===== src/rtl/fpdiv_arb.sv =====
// fpdiv_arb: round-robin scheduler sharing one multi-cycle fp32 div/sqrt unit.
// Ports: req_* (two requesters), du_* (shared datapath), rsp_* (tagged result),
//   busy. Optional macro FPDIV_ARB_FASTPATH_EN: NaN / divide-by-zero bypass.
module fpdiv_arb #(
    parameter int LATENCY = 12,
    parameter int CW      = 4
) (
    input  logic        clk,
    input  logic        reset,
    input  logic [1:0]  req_valid,
    output logic [1:0]  req_ready,
    input  logic [1:0]  req_op0,
    input  logic [1:0]  req_op1,
    input  logic [1:0]  req_rm,
    input  logic [31:0] req_n0,
    input  logic [31:0] req_d0,
    input  logic [31:0] req_n1,
    input  logic [31:0] req_d1,
    output logic        du_reset,
    output logic [1:0]  du_op,
    output logic        du_rm,
    output logic [31:0] du_n,
    output logic [31:0] du_d,
    input  logic [31:0] du_result,
    output logic        rsp_valid,
    output logic        rsp_tag,
    output logic [31:0] rsp_result,
    input  logic        rsp_ready,
    output logic        busy
);

    typedef enum logic [1:0] {IDLE, START, RUN, DONE} state_t;

    state_t        state;
    state_t        state_nx;
    logic          rr_ptr;
    logic [CW-1:0] cnt;
    logic          win;
    logic          accept;
    logic          last;
    logic [1:0]    w_op;
    logic          w_rm;
    logic [31:0]   w_n;
    logic [31:0]   w_d;
    logic          fast;
    logic [31:0]   fast_res;

    // Lone requester wins outright; rr_ptr breaks ties.
    assign win    = (req_valid == 2'b11) ? rr_ptr : req_valid[1];
    assign accept = (state == IDLE) && !reset && (req_valid != 2'b00);
    assign last   = (cnt == CW'(LATENCY - 1));

    assign w_op = win ? req_op1 : req_op0;
    assign w_rm = req_rm[win];
    assign w_n  = win ? req_n1 : req_n0;
    assign w_d  = win ? req_d1 : req_d0;

`ifdef FPDIV_ARB_FASTPATH_EN
    logic n_nan;
    logic d_nan;
    logic d_zero;
    logic n_fin_nz;

    assign n_nan    = (w_n[30:23] == 8'hFF) && (w_n[22:0] != 23'd0);
    assign d_nan    = (w_d[30:23] == 8'hFF) && (w_d[22:0] != 23'd0);
    assign d_zero   = (w_d[30:0] == 31'd0);
    assign n_fin_nz = (w_n[30:23] != 8'hFF) && (w_n[30:0] != 31'd0);

    always_comb begin
        fast     = 1'b0;
        fast_res = 32'd0;
        if (n_nan || d_nan) begin
            fast     = 1'b1;
            fast_res = 32'h7FC00000;
        end else if ((w_op == 2'b00) && d_zero && n_fin_nz) begin
            fast     = 1'b1;
            fast_res = {w_n[31] ^ w_d[31], 31'h7F800000};
        end
    end
`else
    assign fast     = 1'b0;
    assign fast_res = 32'd0;
`endif

    always_ff @(posedge clk) begin
        if (reset) state <= IDLE;
        else       state <= state_nx;
    end

    always_comb begin
        state_nx = state;
        unique case (state)
            IDLE:  if (accept) state_nx = fast ? DONE : START;
            START: state_nx = RUN;
            RUN:   if (last) state_nx = DONE;
            DONE:  if (rsp_ready) state_nx = IDLE;
            default: state_nx = IDLE;
        endcase
    end

    always_comb begin
        req_ready = 2'b00;
        if (accept) req_ready = win ? 2'b10 : 2'b01;
        du_reset  = (state != RUN);
        rsp_valid = (state == DONE);
        busy      = (state != IDLE);
    end

    always_ff @(posedge clk) begin
        if (reset) begin
            rr_ptr     <= 1'b0;
            cnt        <= '0;
            du_op      <= 2'b00;
            du_rm      <= 1'b0;
            du_n       <= 32'd0;
            du_d       <= 32'd0;
            rsp_tag    <= 1'b0;
            rsp_result <= 32'd0;
        end else begin
            if (accept) begin
                rr_ptr  <= ~win;
                du_op   <= w_op;
                du_rm   <= w_rm;
                du_n    <= w_n;
                du_d    <= w_d;
                rsp_tag <= win;
                if (fast) rsp_result <= fast_res;
            end
            if (state == START)    cnt <= '0;
            else if (state == RUN) cnt <= cnt + 1'b1;
            if ((state == RUN) && last) rsp_result <= du_result;
        end
    end

endmodule


===== config.mk =====
export PLATFORM = sky130hd
export DESIGN_NAME = fpdiv_arb
export DESIGN_NICKNAME = d
export VERILOG_FILES = /design/src/rtl/fpdiv_arb.sv
export SDC_FILE = /design/constraint.sdc
export NUM_CORES = 1
export LEC_CHECK = 0
export CAP_MARGIN = 30
export CORE_MARGIN = 4
export CORE_UTILIZATION = 30
export CTS_CLUSTER_SIZE = 40
export DETAILED_ROUTE_END_ITERATION = 10
export PLACE_DENSITY = 0.66
export SYNTH_ARGS = -nofsm -noshare
export SYNTH_HDL_FRONTEND = slang
export SYNTH_SLANG_ARGS = --single-unit

===== constraint.sdc =====
create_clock -name clk -period 2.1 [get_ports clk]
set_input_delay 0.21 -clock clk [delete_from_list [all_inputs] [get_ports clk]]
set_output_delay 0.21 -clock clk [all_outputs]
set_load 0.01 [all_outputs]

==> results of run 1 <==
synth_stat cells:
| cell type | instances |
|---|---|
| a32oi_1 | 3 |
| clkbuf_2 | 1 |
| a22oi_1 | 1 |
| nor2_1 | 1 |
| xor2_1 | 2 |
| buf_4 | 4 |
| a211oi_1 | 1 |
| a222oi_1 | 1 |
| nor2b_1 | 1 |
| buf_2 | 27 |
| inv_1 | 5 |
| and3_1 | 2 |
| and4b_1 | 1 |
| buf_6 | 2 |
| dfxtp_1 | 107 |
| ha_1 | 6 |
| xnor2_1 | 1 |
| nor3_1 | 4 |
| nand2_1 | 73 |
| nand3_1 | 64 |
| o21ai_1 | 10 |
| o21ai_0 | 49 |
| a21oi_1 | 36 |
| nand3b_1 | 1 |
| nand4b_1 | 1 |
| nor2_2 | 1 |
| mux2i_1 | 3 |
| buf_1 | 4 |
| and3b_1 | 1 |
| nand2b_1 | 5 |
| a31oi_1 | 64 |
| clkbuf_1 | 34 |
| and2_1 | 1 |
| o21bai_1 | 1 |
| nand4_1 | 68 |
through the flow:
step | worst slack, ns | std cells | hold WS, ns | area, µm²
final | 0.1203 | 1034 | 0.2362 | 7860
after global routing | 0.02858 | 1034 | 0.2413 | 7860
after CTS | 0.03173 | 1034 | 0.2179 | 7858
after detailed placement | 0.2451 | 1018 | 0.4472 | 7571
after global placement | 0.3089 | 1018 | 0.4426 | 7571
after floorplan | 0.4009 | 586 | 0.3460 | 4703
critical path, cell delays in order, from the launching register on:
cell             delay [ns]
dfxtp_2                0.36
inv_1                  0.08
ha_1                   0.21
buf_4                  0.17
inv_1                  0.06
clkdlybuf4s50_1        0.54
power groups by stage:
stage,clock network (µW),logic [µW],registers (µW)
2_1_floorplan,0,1020,2500
3_3_place_gp,0,2230,2410
3_5_place_dp,0,2260,2420
4_1_cts,1750,2270,2380
5_1_grt,1820,2440,2410
6_report,1700,2250,2390
cell families after synthesis:
group | after synthesis | share of synthesized area, %
and+or+nand+nor | 224 | 24.26
AOI/OAI and AO/OA | 166 | 19.87
DFF | 107 | 45.54
buffers and inverters | 77 | 7.528
adders and majority gates | 6 | 1.596
xor gates and xnor gates | 3 | 0.5588
muxes | 3 | 0.6385
routing by layer:
| metal | up-vias | track usage (%) |
|---|---|---|
| met5 | - | 0 |
| met1 | 2611 | 24.89 |
| met4 | 0 | 8.343 |
| li1 | 2616 | - |
| met3 | 32 | 7.779 |
| met2 | 300 | 33.97 |
cell type report:
cell class	instances	share of cell area (%)
clock buffers	14	3.231
clock inverters	2	0.4457
inverters	5	0.2388
multi-input cells	402	28.35
flip-flops and latches	107	27.28
well taps	211	3.359
repair buffers	293	37.09
final timing paths:
path | startpoint | end | slack (ns)
setup / recovery | state[0] | busy | 0.12
hold reg to reg | rsp_result[26] | rsp_result[26] | 0.45
setup reg to reg | state[0] | rsp_result[23] | 0.38
hold / removal | reset | du_n[3] | 0.24
sequential cells by signal, summed over array words and instances (netlist names):
name / count
du_op: 2
du_d: 32
rr_ptr: 1
du_n: 32
cnt: 4
state: 2
du_rm: 1
rsp_tag: 1
rsp_result: 32
==> metrics.yaml, run 1 <==
synthesis:
  synth_seq_area_share_pct: 45.54
  syn_area_um2: 4703
  synthTopCellsByArea: "dfxtp_1 (46%), nand4_1 (9.0%), a31oi_1 (8.5%), nand3_1 (6.8%), nand2_1 (5.8%)"
  synth_top_cell_by_area: "dfxtp_1"
  syn_inst: 586
  synth_seq_cells: 107
  yosysTopAreaCellShare_pct: 45.54
  syn_avg_cell_area_um2: 8.026
  synth.distinct_cells: 35
  syn_nets: 763
  yosysWarnings: 0
power_and_ir_drop:
  seqPwrFrac_pct: 37.6
  p_comb_share_pct: 35.6
  irDropWorstVdd_mv: 0.3828
  p_sw_uw: 2069
  netSwitchingFraction_pct: 32.64
  total_power_uw: 6339
  clkPwrFrac_pct: 26.8
  p_leak_uw: 0.002575
  p_int_uw: 4270
  powerDensity_nw_per_um2: 806.5
worst_setup_path:
  crit_arrival_ns: 1.77
  required_ns: 1.89
  end_kind: "primary output"
  cp_max_fo: 8
  setup.worst_path.class: "reg2out"
  start_kind: "register"
  worst_r2r_path_depth: 6
placement:
  dp_hpwl_um: 13080
  port_buffers: 275
  gp_congestion: 0.8646
final_layout:
  multi_input_area_um2: 2228
  mostFrequentLayoutCells: "clkdlybuf4s50_1 (271), dfxtp_1 (105), nand2_1 (72), nand4_1 (68)"
  syn2layout_area_growth_pct: 67.12
  antenna_cells: 0
  nets: 995
  final_common_cell: "clkdlybuf4s50_1"
  post-route-util_pct: 51.51
  fillers: 1426
  seq_area_um2: 2145
  drive_above_1_share_pct: 4.860
floorplanning:
  core_um2: 15260
  die_area_um2: 17740
  top_level_ports: 276
  row_count: 45
  die_y_um: 133.2
  start_util_pct: 30.82
  die_w_um: 133.2
route:
  drt_first_pass_iters: 4
  vias: 5559
  drcViolationCount: 0
  drt_wl_total_um: 19190
  wire_per_inst_um: 18.56
  met2WireLength_um: 8963
  m1WireLength_um: 7604
  drt_iter0_drc: 369
  viasPerCell: 5.376
  drt.antenna.violating_nets: 0
  wl_met3_um: 2097
  highest-signal-layer: "met4"
timing:
  slew_headroom_pct: 40.49
  fin_skew_ns: 0.006775
  fin_crit_sh_pct: 94.27
  rsz0062_at_grt: "no"
  tightest_slew_ns: 0.8926
  finalSetupViolations: 0
  slew_viol_final: 0
  max_freq_mhz: 505.1
  setup-tns-final_ns: 0
  finalWorstPathRequiredPeriod_ns: 1.980
  hold_viol_final: 0
worst_hold_path:
  min-delay-path-class: "in2reg"
  hold_path_depth: 4
grt:
  antenna_found_initial: 0
  gr-usage-all-layers_pct: 20.84
  grt_max_degree: 86
  overflow: 0
  grt_pass1_vias: 5590
  grt_pass1_wl_um: 29990
clock_network:
  cts.path.max_buffers: 2
  hold_buffers: 0
  postCtsSetupRepairBufs: 0
  root_buffer: "clkbuf_16"
  cts_tree: "done"
  cts_buffers: 9
  clk-insertion-delay-late_ns: 0.35
  htreeDepth: 3
  cts_resized: 2
  clk_pin_slew_ns: 0.07
  clock_sinks: 107
job:
  drv_cap: 0
status:
  status: "completed"
Note: power is estimated with default switching activity, not from simulation.
==> run 2, diff against run 1 <==
- CORE_UTILIZATION: 30 -> 35
- CTS_CLUSTER_DIAMETER: not set -> 150
- PLACE_DENSITY: 0.66 -> 0.75
==> metrics.yaml, run 2 (synthesis results as in run 1) <==
timing:
  whs_ns: 0.2616  # +0.02539 ns
  setup-tns-final_ns: 0  # unchanged
  finalSetupViolations: 0  # unchanged
  fin_crit_sh_pct: 94.47  # +0.20 points
  slew_headroom_pct: 49.39  # +8.9 points
  fin_skew_ns: 0.01011  # +0.003338 ns
  slew_viol_final: 0  # unchanged
  max_freq_mhz: 504.1  # -0.21%
  finalWorstPathRequiredPeriod_ns: 1.984  # +0.004130 ns
  hold_viol_final: 0  # unchanged
  tightest_slew_ns: 0.7591  # -0.1335 ns
  rsz0062_at_grt: "no"
worst_setup_path:
  worstReg2RegStart: "state[0]"
  timing.rr.end: "du_n[14]"
  crit_arrival_ns: 1.77  # about the same
  start_kind: "register"
  worst_r2r_path_depth: 6  # unchanged
  cp_max_fo: 8  # unchanged
  end_kind: "primary output"
  r2r_slack_ns: 0.35  # -0.03 ns
  required_ns: 1.89  # about the same
  setup.worst_path.class: "reg2out"
power_and_ir_drop:
  irDropWorstVdd_mv: 0.4430  # +16%
  powerDensity_nw_per_um2: 822.2  # +1.9%
  p_leak_uw: 0.002583  # +0.31%
status:
  status: "completed"
final_layout:
  stdcell_area_um2: 7834  # -0.33%
  reg.largest.list: "du_d: 32 flops, du_n: 32 flops, rsp_result: 32 flops"
  final_common_cell: "clkdlybuf4s50_1"
  syn2layout_area_growth_pct: 66.56
  multi_input_area_um2: 2228  # unchanged
  seq_area_um2: 2145  # unchanged
  instances_no_fill: 999  # -3.4%
  drive_above_1_share_pct: 5.231  # +0.37 points
  mostFrequentLayoutCells: "clkdlybuf4s50_1 (271), dfxtp_1 (105), nand2_1 (72), nand4_1 (68)"
  fillers: 1155  # -19%
  nets: 994  # -0.10%
clock_network:
  hold_buffers: 0  # unchanged
  clk-insertion-delay-late_ns: 0.34  # about the same
  root_buffer: "clkbuf_16"
  cts_buffers: 9  # unchanged
  htreeDepth: 3  # unchanged
  cts_tree: "done"
  clock_sinks: 107  # unchanged
  clk_pin_slew_ns: 0.08  # about the same
  cts.path.max_buffers: 2  # unchanged
grt:
  overflow: 0  # unchanged
  grt_pass1_vias: 5439  # -2.7%
  grt_pass1_wl_um: 27120  # -9.6%
  antenna_found_initial: 1  # +1
  grt_max_degree: 69  # -20%
  gr-usage-all-layers_pct: 22.42  # +1.6 points
floorplanning:
  die_area_um2: 15360  # -13%
  start_util_pct: 35.66  # +4.8 points
  core_um2: 13190  # -14%
  top_level_ports: 276  # unchanged
  row_count: 42  # -6.7%
  die_w_um: 123.9  # -7.0%
  die_y_um: 123.9  # -7.0%
route:
  drt_iter0_drc: 384  # +4.1%
  viasPerCell: 5.540  # +3.0%
  wire_per_inst_um: 18.25  # -1.7%
  drcViolationCount: 0  # unchanged
  drt_wl_total_um: 18230  # -5.0%
  vias: 5534  # -0.45%
  drt.antenna.violating_nets: 0  # unchanged
  drt_first_pass_iters: 6  # +2
worst_hold_path:
  hold_path_depth: 2  # -2
  hold_end: "du_n[17]"
  holdCritStartpoint: "reset"
  min-delay-path-class: "in2reg"
placement:
  gp_congestion: 0.8354  # -3.4%
  dp_hpwl_um: 12750  # -2.5%
  port_buffers: 275  # unchanged
  placed_area_um2: 7507  # -0.84%
  dp_cells: 982  # -3.5%
job:
  drv_cap: 0  # unchanged
[run 2: cell count changes in the layout (fill, tap and decap cells not counted)]
cell,previous run,this run
clkbuf_8,1,0
buf_12,3,2
inv_6,0,2
clkbuf_1,4,0
clkinvlp_4,0,1
clkinv_4,0,1
bufinv_16,1,2
diode_2,0,1
[run 2: area by class of cell]
type                            count  share of cell area, %
Multi-Input combinational cell    402                  28.45
Timing Repair Buffer              292                  36.96
Inverter                            5                 0.2396
Antenna cell                        1                0.03194
Sequential cell                   107                  27.38
Clock buffer                        9                  2.875
Clock inverter                      7                  1.262
Tap cell                          176                  2.811
[run 2: worst max-delay path, stage by stage (launching register included)]
cell and delay (ns):
dfxtp_2 0.36, inv_1 0.08, ha_1 0.22, buf_4 0.17
inv_1 0.06, clkdlybuf4s50_1 0.55
[run 2: where the power goes]
group / internal [µW] / switching (µW) / total (µW)
Clock: 1050 / 774 / 1830
Sequential: 2260 / 133 / 2390
Combinational: 1040 / 1180 / 2220
Total: 4350 / 2090 / 6440
[run 2: repair_timing]
item	4_1_cts	5_1_grt
endpoints found under the setup margin	2	2
resized for setup	2	2
buffers inserted	0	0
[run 2: routing by layer]
| layer | vias up | part of all wire [%] | track usage (%) |
|---|---|---|---|
| met5 | - | 0 | 0 |
| met4 | 0 | 2.7 | 9.582 |
| met3 | 33 | 11 | 8.538 |
| met2 | 286 | 48 | 37.82 |
| met1 | 2590 | 38 | 25.31 |
| li1 | 2625 | - | - |
[run 2: worst max-delay path by stage]
| stage | start | endpoint | slack [ns] | cells past startpoint |
|---|---|---|---|---|
| final | state[0] | busy | 0.12 | 5 |
| after global routing | state[0] | busy | 0.03 | 5 |
| after CTS | state[0] | busy | 0.05 | 5 |
| after detailed placement | req_valid[0] | du_d[2] | 0.30 | 5 |
| after global placement | req_valid[0] | req_ready[0] | 0.31 | 4 |
| after floorplan | state[0] | req_ready[0] | 0.40 | 8 |
[run 2: through the flow]
step,util (%),setup slack [ns],total power (µW)
6_report,59.39,0.1162,6441
5_1_grt,59.39,0.03016,6773
4_1_cts,59.35,0.04856,6477
3_5_place_dp,56.92,0.3009,4639
3_3_place_gp,56.92,0.3081,4590
2_1_floorplan,-,0.4009,3515
==> run 3, diff against run 2 <==
- CORE_ASPECT_RATIO: not set -> 0.6
==> metrics.yaml, run 3 (synthesis results as in run 1) <==
floorplanning:
  start_util_pct: 36.14  # +0.49 points
  core_um2: 13010  # -1.3%
  top_level_ports: 276  # unchanged
  die_w_um: 157.7  # +27%
  row_count: 32  # -24%
  die_area_um2: 15420  # +0.40%
  die_y_um: 97.79  # -21%
power_and_ir_drop:
  p_leak_uw: 0.002579  # -0.16%
  irDropWorstVdd_mv: 0.3753  # -15%
  powerDensity_nw_per_um2: 806.6  # -1.9%
worst_hold_path:
  min-delay-path-class: "in2reg"
clock_network:
  clk-insertion-delay-late_ns: 0.34  # about the same
  clock_sinks: 107  # unchanged
  htreeDepth: 3  # unchanged
  cts.path.max_buffers: 2  # unchanged
  hold_buffers: 0  # unchanged
  cts_buffers: 9  # unchanged
  cts_tree: "done"
  root_buffer: "clkbuf_16"
  clk_pin_slew_ns: 0.07  # about the same
worst_setup_path:
  crit_path_frequent_cell: "inv_1"
  end_kind: "primary output"
  cp_num_buf_inv: 4  # unchanged
  start_kind: "register"
  setup.worst_path.class: "reg2out"
  cp_max_fo: 8  # unchanged
  critical-path-top-delay-family: "buffers and inverters"
  crit_arrival_ns: 1.78  # about the same
  max_stage_delay_ns: 0.54  # about the same
  path_cells: "inv_1 -> ha_1 -> buf_4 -> inv_1 -> clkdlybuf4s50_1"
  required_ns: 1.89  # about the same
  slowest_stage: "clkdlybuf4s50_1"
timing:
  hold_viol_final: 0  # unchanged
  fin_skew_ns: 0.008477  # -0.001636 ns
  max_freq_mhz: 502.3  # -0.36%
  slew_viol_final: 0  # unchanged
  setup_slack_ns: 0.1090  # -0.007190 ns
  fin_crit_sh_pct: 94.81  # +0.34 points
  finalSetupViolations: 0  # unchanged
  setup-tns-final_ns: 0  # unchanged
  finalWorstPathRequiredPeriod_ns: 1.991  # +0.007190 ns
  rsz0062_at_grt: "no"
  slew_headroom_pct: 47.22  # -2.2 points
  tightest_slew_ns: 0.7917  # +0.03261 ns
final_layout:
  reg.largest.list: "du_d: 32 flops, du_n: 32 flops, rsp_result: 32 flops"
  mostFrequentLayoutCells: "clkdlybuf4s50_1 (271), dfxtp_1 (106), nand2_1 (72), nand4_1 (68)"
  antenna_cells: 0  # -1
  post-route-util_pct: 60.09  # +0.70 points
  drive_above_1_share_pct: 5.340  # +0.11 points
  syn2layout_area_growth_pct: 66.24
  nets: 996  # +0.20%
  fillers: 1100  # -4.8%
  final_common_cell: "clkdlybuf4s50_1"
grt:
  overflow: 0  # unchanged
  grt_pass1_vias: 5585  # +2.7%
  gr-usage-all-layers_pct: 23.83  # +1.4 points
  antenna_found_initial: 0  # -1
  grt_max_degree: 75  # +8.7%
  grt_pass1_wl_um: 29950  # +10%
route:
  highest-signal-layer: "met4"
  drt_first_pass_iters: 5  # -1
  drt_iter0_drc: 404  # +5.2%
  vias: 5664  # +2.3%
  m1WireLength_um: 7672  # +11%
  drt.antenna.violating_nets: 0  # unchanged
  drt_wl_total_um: 19090  # +4.7%
  viasPerCell: 5.698  # +2.9%
  wire_per_inst_um: 19.21  # +5.2%
  wl_met3_um: 2162  # +5.0%
  met2WireLength_um: 8949  # +2.3%
  drcViolationCount: 0  # unchanged
job:
  drv_cap: 0  # unchanged
placement:
  gp_congestion: 0.9263  # +11%
  dpl_worst_slack_ns: 0.2481  # -0.05283 ns
  port_buffers: 275  # unchanged
  dp_hpwl_um: 13470  # +5.7%
status:
  status: "completed"
## run 3: cell types whose count changed in the layout (fill, tap and decap cells not counted), sizes merged
cell,previous run,this run
buf,19,21
bufinv,2,0
diode,1,0
inv,7,6
clkbuf,9,12
## run 3: worst register-to-register path: cells and delay by family (launching register included)
kind | cells | cell delay (ns)
flip-flops | 1 | 0.34
adder cells (fa/ha/maj) | 1 | 0.19
AO/OA/AOI/OAI | 2 | 0.30
buffers and inverters | 3 | 0.56
AND/OR/NAND/NOR | 1 | 0.29
## run 3: path summary, 6_finish.rpt
kind	from	endpoint	slack, ns	depth (start not counted)
setup / recovery	state[1]	busy	0.11	5
hold / removal	req_valid[1]	du_n[3]	0.26	3
setup reg to reg	state[0]	du_op[0]	0.28	7
hold reg to reg	rsp_result[8]	rsp_result[8]	0.45	2
## run 3: final cells by class
| cell class | instances | area (µm²) | area share [%] |
|---|---|---|---|
| clock buffer | 12 | 256.5 | 3.281 |
| inverter | 5 | 18.77 | 0.2400 |
| timing repair buffer | 294 | 2923 | 37.38 |
| clock inverter | 4 | 33.78 | 0.4321 |
| tap | 170 | 212.7 | 2.720 |
| multi-input combinational | 402 | 2231 | 28.53 |
| sequential | 107 | 2143 | 27.41 |
## run 3: timing repair
item | in CTS | in global routing
cloned | 0 | 0
setup buffers | 0 | 0
setup endpoints to repair | 2 | 2
gates resized for setup | 2 | 2
## run 3: through the flow
stage	instance area, µm²	cells	hold WS (ns)	power [µW]
6_report	7819	994	0.2569	6306
5_1_grt	7819	994	0.2469	6630
4_1_cts	7815	994	0.2487	6339
3_5_place_dp	7527	978	0.4480	4679
3_3_place_gp	7527	978	0.4409	4609
2_1_floorplan	4703	586	0.3460	3515
## run 3: power breakdown
| part | total (µW) | internal [µW] | switching [µW] |
|---|---|---|---|
| Clock | 1650 | 880 | 774 |
| Sequential | 2390 | 2260 | 136 |
| Combinational | 2260 | 1080 | 1180 |
| Total | 6310 | 4210 | 2090 |
## run 3: per-layer routing
layer / vias to the layer above / track usage, %
met5: - / 0
met4: 0 / 6.279
met3: 28 / 8.503
met2: 342 / 38.80
met1: 2670 / 30.05
li1: 2624 / -
